--- config.mk ---
export PLATFORM = sky130hd
export DESIGN_NAME = spu_issue_ctrl
export DESIGN_NICKNAME = d
export VERILOG_FILES = /design/src/rtl/spu_issue_ctrl.sv
export SDC_FILE = /design/constraint.sdc
export NUM_CORES = 1
export LEC_CHECK = 0
export BUFFER_PORTS_ARGS = -buffer_cell sky130_fd_sc_hd__buf_4
export CORE_MARGIN = 4
export CORE_UTILIZATION = 30
export DETAILED_ROUTE_END_ITERATION = 7
export PLACE_DENSITY = 0.65
export SLEW_MARGIN = 30
export SYNTH_ARGS = -nofsm -noshare
export SYNTH_HDL_FRONTEND = slang
export SYNTH_SLANG_ARGS = --single-unit
--- constraint.sdc ---
create_clock -name clk -period 2.2 [get_ports clk]
set_input_delay 0.22 -clock clk [delete_from_list [all_inputs] [get_ports clk]]
set_output_delay 0.22 -clock clk [all_outputs]
set_load 0.03 [all_outputs]
--- src/rtl/spu_issue_ctrl.sv ---
// Stall/issue controller for the dual-issue SPU front end.
// Optional macro ISSUE_STATS_EN adds split_cnt and stall_cnt outputs.
module spu_issue_ctrl #(
  parameter int STAGES = 13,
  parameter int HOLD_W = 4
) (
  input  logic              clk,
  input  logic              rst,
  input  logic              stallreq_if,
  input  logic              stallreq_id,
  input  logic              stallreq_ex,
  input  logic              hold_start,
  input  logic [HOLD_W-1:0] hold_len,
  input  logic              pair_valid,
  input  logic              pipe_l,
  input  logic              pipe_h,
  input  logic              flush_req,
  output logic [0:STAGES-1] stall,
  output logic              split_issue,
  output logic              flush,
  output logic              busy
`ifdef ISSUE_STATS_EN
  ,
  output logic [31:0]       split_cnt,
  output logic [31:0]       stall_cnt
`endif
);

  typedef enum logic [1:0] {
    RUN   = 2'd0,
    HOLD  = 2'd1,
    SPLIT = 2'd2
  } state_t;

  function automatic logic [0:STAGES-1] mask(input int k);
    logic [0:STAGES-1] m;
    for (int i = 0; i < STAGES; i++) begin
      m[i] = (i <= k);
    end
    return m;
  endfunction

  localparam logic [0:STAGES-1] MASK1 = mask(1);
  localparam logic [0:STAGES-1] MASK2 = mask(2);
  localparam logic [0:STAGES-1] MASK3 = mask(3);

  state_t            state, state_n;
  logic [HOLD_W-1:0] cnt, cnt_n;
  logic [HOLD_W-1:0] rem, new_len, hold_nxt;
  logic              same_pipe, hold_req;
  logic              hold_src, split_src;
  logic              sel_ex, sel_id, sel_sp, sel_if;

  assign same_pipe = pair_valid && (pipe_l == pipe_h);
  assign hold_req  = hold_start && (hold_len != '0);
  assign rem       = cnt - HOLD_W'(1);
  assign new_len   = hold_len - HOLD_W'(1);
  assign hold_src  = (state == HOLD) || ((state == RUN) && hold_req);
  assign split_src = (state == RUN) && same_pipe;

  // One-hot source select so the decoder below stays unique.
  assign sel_ex = stallreq_ex;
  assign sel_id = !sel_ex && (hold_src || stallreq_id);
  assign sel_sp = !sel_ex && !sel_id && split_src;
  assign sel_if = !sel_ex && !sel_id && !sel_sp && stallreq_if;

  // A reload never shortens the hold already in progress.
  assign hold_nxt = (hold_req && (new_len > rem)) ? new_len : rem;

  always_comb begin
    state_n     = state;
    cnt_n       = cnt;
    stall       = '0;
    split_issue = 1'b0;
    flush       = 1'b0;
    if (rst) begin
      state_n = RUN;
      cnt_n   = '0;
    end else if (flush_req) begin
      flush   = 1'b1;
      state_n = RUN;
      cnt_n   = '0;
    end else begin
      unique case (state)
        RUN: begin
          if (hold_req) begin
            cnt_n   = new_len;
            state_n = (new_len != '0) ? HOLD : RUN;
          end else if (same_pipe && !stallreq_ex && !stallreq_id) begin
            state_n = SPLIT;
          end
        end
        HOLD: begin
          cnt_n   = hold_nxt;
          state_n = (hold_nxt != '0) ? HOLD : RUN;
        end
        SPLIT: begin
          state_n = (stallreq_ex || stallreq_id) ? SPLIT : RUN;
        end
        default: begin
          state_n = RUN;
          cnt_n   = '0;
        end
      endcase
      unique case (1'b1)
        sel_ex: stall = MASK3;
        sel_id: stall = MASK2;
        sel_sp: begin
          stall       = MASK1;
          split_issue = 1'b1;
        end
        sel_if: stall = MASK1;
        default: stall = '0;
      endcase
    end
  end

  always_ff @(posedge clk) begin
    if (rst) begin
      state <= RUN;
      cnt   <= '0;
    end else begin
      state <= state_n;
      cnt   <= cnt_n;
    end
  end

  assign busy = !rst && (state != RUN);

`ifdef ISSUE_STATS_EN
  always_ff @(posedge clk) begin
    if (rst) begin
      split_cnt <= '0;
      stall_cnt <= '0;
    end else begin
      if ((state == RUN) && (state_n == SPLIT)) begin
        split_cnt <= split_cnt + 32'd1;
      end
      if (stall[0]) begin
        stall_cnt <= stall_cnt + 32'd1;
      end
    end
  end
`endif

endmodule
# ---- Word-level counts from Yosys, hierarchy flattened
# Cells that the tools add are included.
dict set report word_totals {
  word_cells 57
  output_inout_bits 16
  reg_bits 6
}
dict set report op_classes {
  add_sub_neg 2
  n_reduce_logical 29
  n_eq_ne 5
  muxes 17
  bitwise_logic 1
  magnitude_cmp 1
}
# operator n
set op_table {}
lappend op_table {{case mux 13 bit (3 select lines)} 1}
lappend op_table {{two-way mux 13 bit} 2}
lappend op_table {{logical AND 1 bit} 13}
lappend op_table {{case mux 4 bit (3 select lines)} 1}
lappend op_table {{nonzero test 4 bit} 3}
lappend op_table {{two-way mux 4 bit} 2}
lappend op_table {{subtractor 4 x 1 -> 4 bit, second input constant} 2}
lappend op_table {{two-way mux 1 bit} 7}
lappend op_table {{two-way mux 2 bit} 3}
lappend op_table {{case mux 2 bit (3 select lines)} 1}
lappend op_table {{zero test 1 bit} 5}
lappend op_table {{greater-than comparator 4 bit} 1}
lappend op_table {{OR reduction 2 bit} 2}
lappend op_table {{logical OR 1 bit} 3}
lappend op_table {{inequality test 3 x 2 -> 1 bit, second input constant} 1}
lappend op_table {{== test 2 x 1 -> 1 bit, second input constant} 1}
lappend op_table {{== test 2 bit, second input constant} 1}
lappend op_table {{zero test 2 bit} 1}
lappend op_table {{inequality test 2 bit, second input constant} 1}
lappend op_table {{AND reduction 2 bit} 1}
lappend op_table {{nonzero test 2 bit} 1}
lappend op_table {{== test 1 bit} 1}
lappend op_table {{inverter 1 bit} 1}

# ---- Logic depth before layout (Yosys ltp)
dict set report logic_depth {
  ltp_word 16
  depth_mapped 9
  depth_no_buf 9
}

# ---- Least setup slack after synthesis
# OpenSTA, ideal clock, no wires.
dict set report synth_timing {
  kind {register to register}
  from {register cnt[0]}
  to {register cnt[1]}
  setup_slack_ns -0.140
  setup_time_ns 0.100
  t_arrival_ns 2.240
  synth_period_minus_slack_ns 2.340
  path_stages_with_launch 9
  path_cell_list {dfxtp_1 > inv_1 > ha_1 > ha_1 > nor2b_1 > o211ai_2 > a211oi_4 > mux2_4 > a2111oi_4}
}
dict set report synth_via {
  elab_chain_len 5
}
# element line
set synth_rtl {}
lappend synth_rtl {{from (decl)} 48} ;# logic [HOLD_W-1:0] cnt, cnt_n;
lappend synth_rtl {{from (signal assigned)} 124} ;# cnt <= cnt_n;
lappend synth_rtl {{subtractor 4 x 1 -> 4 bit (*)} 56} ;# assign rem = cnt - HOLD_W'(1);
lappend synth_rtl {{greater-than comparator 4 bit} 68} ;# assign hold_nxt = (hold_req && (new_len > rem)) ? new_len : rem;
lappend synth_rtl {{logical AND 1 bit} 68}
lappend synth_rtl {{two-way mux 4 bit (*)} 68}
lappend synth_rtl {{case mux 4 bit (3 select lines) (*)} 84} ;# unique case (state)
# Every way passes the cells marked *; elsewhere a longest branch is shown, timed or not.
# A chain may end at the register's enable or synchronous reset.

# ---- Worst setup path after layout
# Same ends and word-level chain as after synthesis.

==> summary by stage <==
Status
The flow ran to the end, and the final reports show no timing, DRC or antenna violations.

Power and ir drop
The fraction of power spent switching nets is 0.386. VDD sags by at most between 0.2 and 0.3 mV. The cell-internal power is 331 uW. The total power density per cell area is 439 nW/um^2. The static leakage is 0.532 nW. The share of power burned in registers is 0.226. The analysis attributes to net switching a power of ~210 uW.

The clock network power share is 0.197. The combinational cell fraction of total power is 0.577.

Yosys
The share of the synthesized area in the top cell type is 0.147. The sequential share of the synthesized area is 0.147. By instance count, the leading cell after synthesis is buf_4.

After synthesis the netlist holds a flip-flop and latch count of 6. The post-synthesis average cell area is 8.18 um^2. The most used flip-flop cell after synthesis is dfxtp_1.

The synthesis warning total is 0. The number of flops mapped to enable cells by yosys is 0. The top cell type by total area after synthesis is dfxtp_1. By count the netlist is led by buf_4, inv_1, ha_1, nor2_1, nor3_1. The netlist uses 39 different library cells. By area the synthesized netlist is led by dfxtp_1, ha_1, buf_4. For this run, asynchronously set or reset flops after synthesis account for 0.

The post-synthesis cell count is 100. The synthesized netlist occupies a cell area of between 800 and 900 um^2.

Clock tree
The clock-pin slew reported for the worst setup and hold paths after clock tree synthesis is 0.05 ns. TritonCTS built the clock tree. CTS built an H-tree with a depth of 1. The tree built by TritonCTS fans out to 6 sinks. The clock latency reported for the late side of the worst-skew pair is 0.25 ns. Counting along the longest clock path gives a buffer depth of 2. After clock tree synthesis, the setup repair step added 0 buffers.

The master cell of the clock root buffer is clkbuf_4. TritonCTS created 3 clock buffers.

Timing
The ratio of final minimum period to clock period is 0.990. The post-route clock skew is 0.00481 ns. The number of endpoints failing setup at the final stage is 0. The number of hold-slack violations in the final timing report came to 0. The smallest clock period supported by the final layout is computed as 2.18 ns. The upper clock frequency limit is 459 MHz. The worst setup slack after layout is 0.0224 ns. Setup repair after global routing could not meet its margin everywhere. The number of max-slew violations in the final report is 0.

Critical path
By startpoint and endpoint, the worst setup path is classified as reg2reg. STA classifies the critical path endpoint as a register. In this run the worst path has a maximum fanout of 4.

The sort of element at the start of the critical path is a register. STA puts the critical path data required time at 2.34 ns. The arrival time of the worst setup path is 2.32 ns. Setup slack on the worst reg-to-reg path comes out at 0.02 ns.

Cells and area
The antenna diode count is 0. Once layout is complete, the utilization of the core stands at 0.482. The final net count is 157. From synthesis to final layout, the design area changed by 49.8%.

In the final layout, the share of cells above drive strength 1 is 0.463. The finished layout holds around 160 standard cells, fillers aside. The final instance area is 1230 um^2.

Route
After detailed routing, the average wire length per cell comes to between 10 and 15 um. The total routed wirelength is 2210 um. The total via count in the routed design is ~840. The detailed-routing iteration count for the pre-antenna-repair pass is 4. After detailed routing, the number of vias per cell comes to 5.10. The DRC violation total after the first TritonRoute iteration is 6. The remaining routing DRC violations is 0. The number of nets still failing antenna checks after routing is 0.

Die
The number of top-level design ports is 30. The die extent in y is 60.2 um. The floorplan step defined a die boundary enclosing 3630 um^2. The initial core utilization is 0.322.

The floorplan step set the die width to about 60 um. The placeable core region is 2540 um^2. The floorplan has 18 rows.

Placed design
Once placement finished, the instance area stood at 1140 um^2. The placer congestion estimate is around 0.83. The number of placed instances, taps included, is roughly 160. The wire-length estimate of the detail-placed layout is 1850 um. Timing analysis after detailed placement gives a worst setup slack of -0.129 ns. The count of input and output buffers is 20.

GRT
Entering global routing, the biggest net connects 15 pins. The number of antenna violations at the first check in global routing is 0. The total grt overflow is 0. The first global-routing pass estimated 3820 um of wire. Across every metal layer, demand over resource in global routing totals 0.141. The via count of the first global-routing pass is 835.

Min path
In this run the worst hold path is classified as in2reg.

Flow run
The total of max-cap violations is 0.
[sequential cells by signal (all words and copies together) (netlist names)]
| register | flops |
|---|---|
| state | 2 |
| cnt | 4 |
[kinds of logic after synthesis]
kind of cell,share of synthesized area
and+or+nand+nor,0.237
AOI/OAI and AO/OA,0.272
buffers and inverters,0.138
adders and majority gates,0.107
xor gates and xnor gates,0.0642
DFF,0.147
muxes,0.0306
other,0.00458
[critical path, cell delays in order, from the launching register on]
cell and delay (ns):
dfxtp_4 0.38, inv_4 0.05, ha_4 0.23, ha_4 0.26, nor2b_4 0.13, o211ai_2 0.10, a211oi_4 0.30, mux2_4 0.35
a2111oi_4 0.27
[area by class of cell]
cell class	count	area, um^2
Clock buffer	3	22.5
Fill cell	243	1320
Inverter	8	35.0
Multi-Input combinational cell	82	737
Sequential cell	6	128
Tap cell	30	37.5
Timing Repair Buffer	35	267
[placed cells by master, fill, tap and decap left out, types with 2 or more instances in the layout]
master and n:
buf_4 34, conb_1 9, nor2_1 7, inv_1 6
nor3_1 6, nand2_1 6, o31a_1 5, ha_4 5
dfxtp_1 4, a21oi_1 3, clkbuf_4 3, xnor2_2 2
xnor2_1 2, inv_4 2, nor2b_1 2, o21ai_0 2
and2_1 2, and3_1 2, ha_1 2, dfxtp_4 2
[stage by stage]
step                hold WS [ns]  setup TNS [ns]  total power [mW]
floorplan                  0.277               0             0.312
global placement           0.438          -0.141             0.395
detailed placement         0.443          -0.374             0.403
CTS                        0.179               0             0.532
global route               0.178         -0.0346             0.575
finish                     0.186               0             0.538
[layer usage]
| layer | vias to the layer above | share of wire | track usage |
|---|---|---|---|
| li1 | 412 | - | - |
| met1 | 407 | 0.40 | 0.168 |
| met2 | 14 | 0.56 | 0.245 |
| met3 | 4 | 0.019 | 0.0194 |
| met4 | 0 | 0.016 | 0.0665 |
| met5 | - | 0 | 0 |
[worst paths after layout]
path,start,to,depth (start not counted)
worst max-delay path,cnt[0],cnt[1],8
worst min-delay path,rst,cnt[1],2
worst max register to register,cnt[0],cnt[1],8
worst min register to register,state[1],state[1],2
[power by group through the flow]
stage               clock network (mW)  registers, mW  logic (mW)
global route                     0.114          0.122       0.339
global placement                     0          0.123       0.273
CTS                              0.112          0.122       0.298
finish                           0.106          0.122       0.311
detailed placement                   0          0.123       0.280
floorplan                            0          0.122       0.191
[what timing repair did]
| action | 4_1_cts | 5_1_grt |
|---|---|---|
| hold buffers | 0 | 0 |
| pin swaps | 2 | 4 |
| resized for setup | 6 | 6 |
| setup endpoints to repair | 3 | 5 |
(Power assumes the default switching activity.)
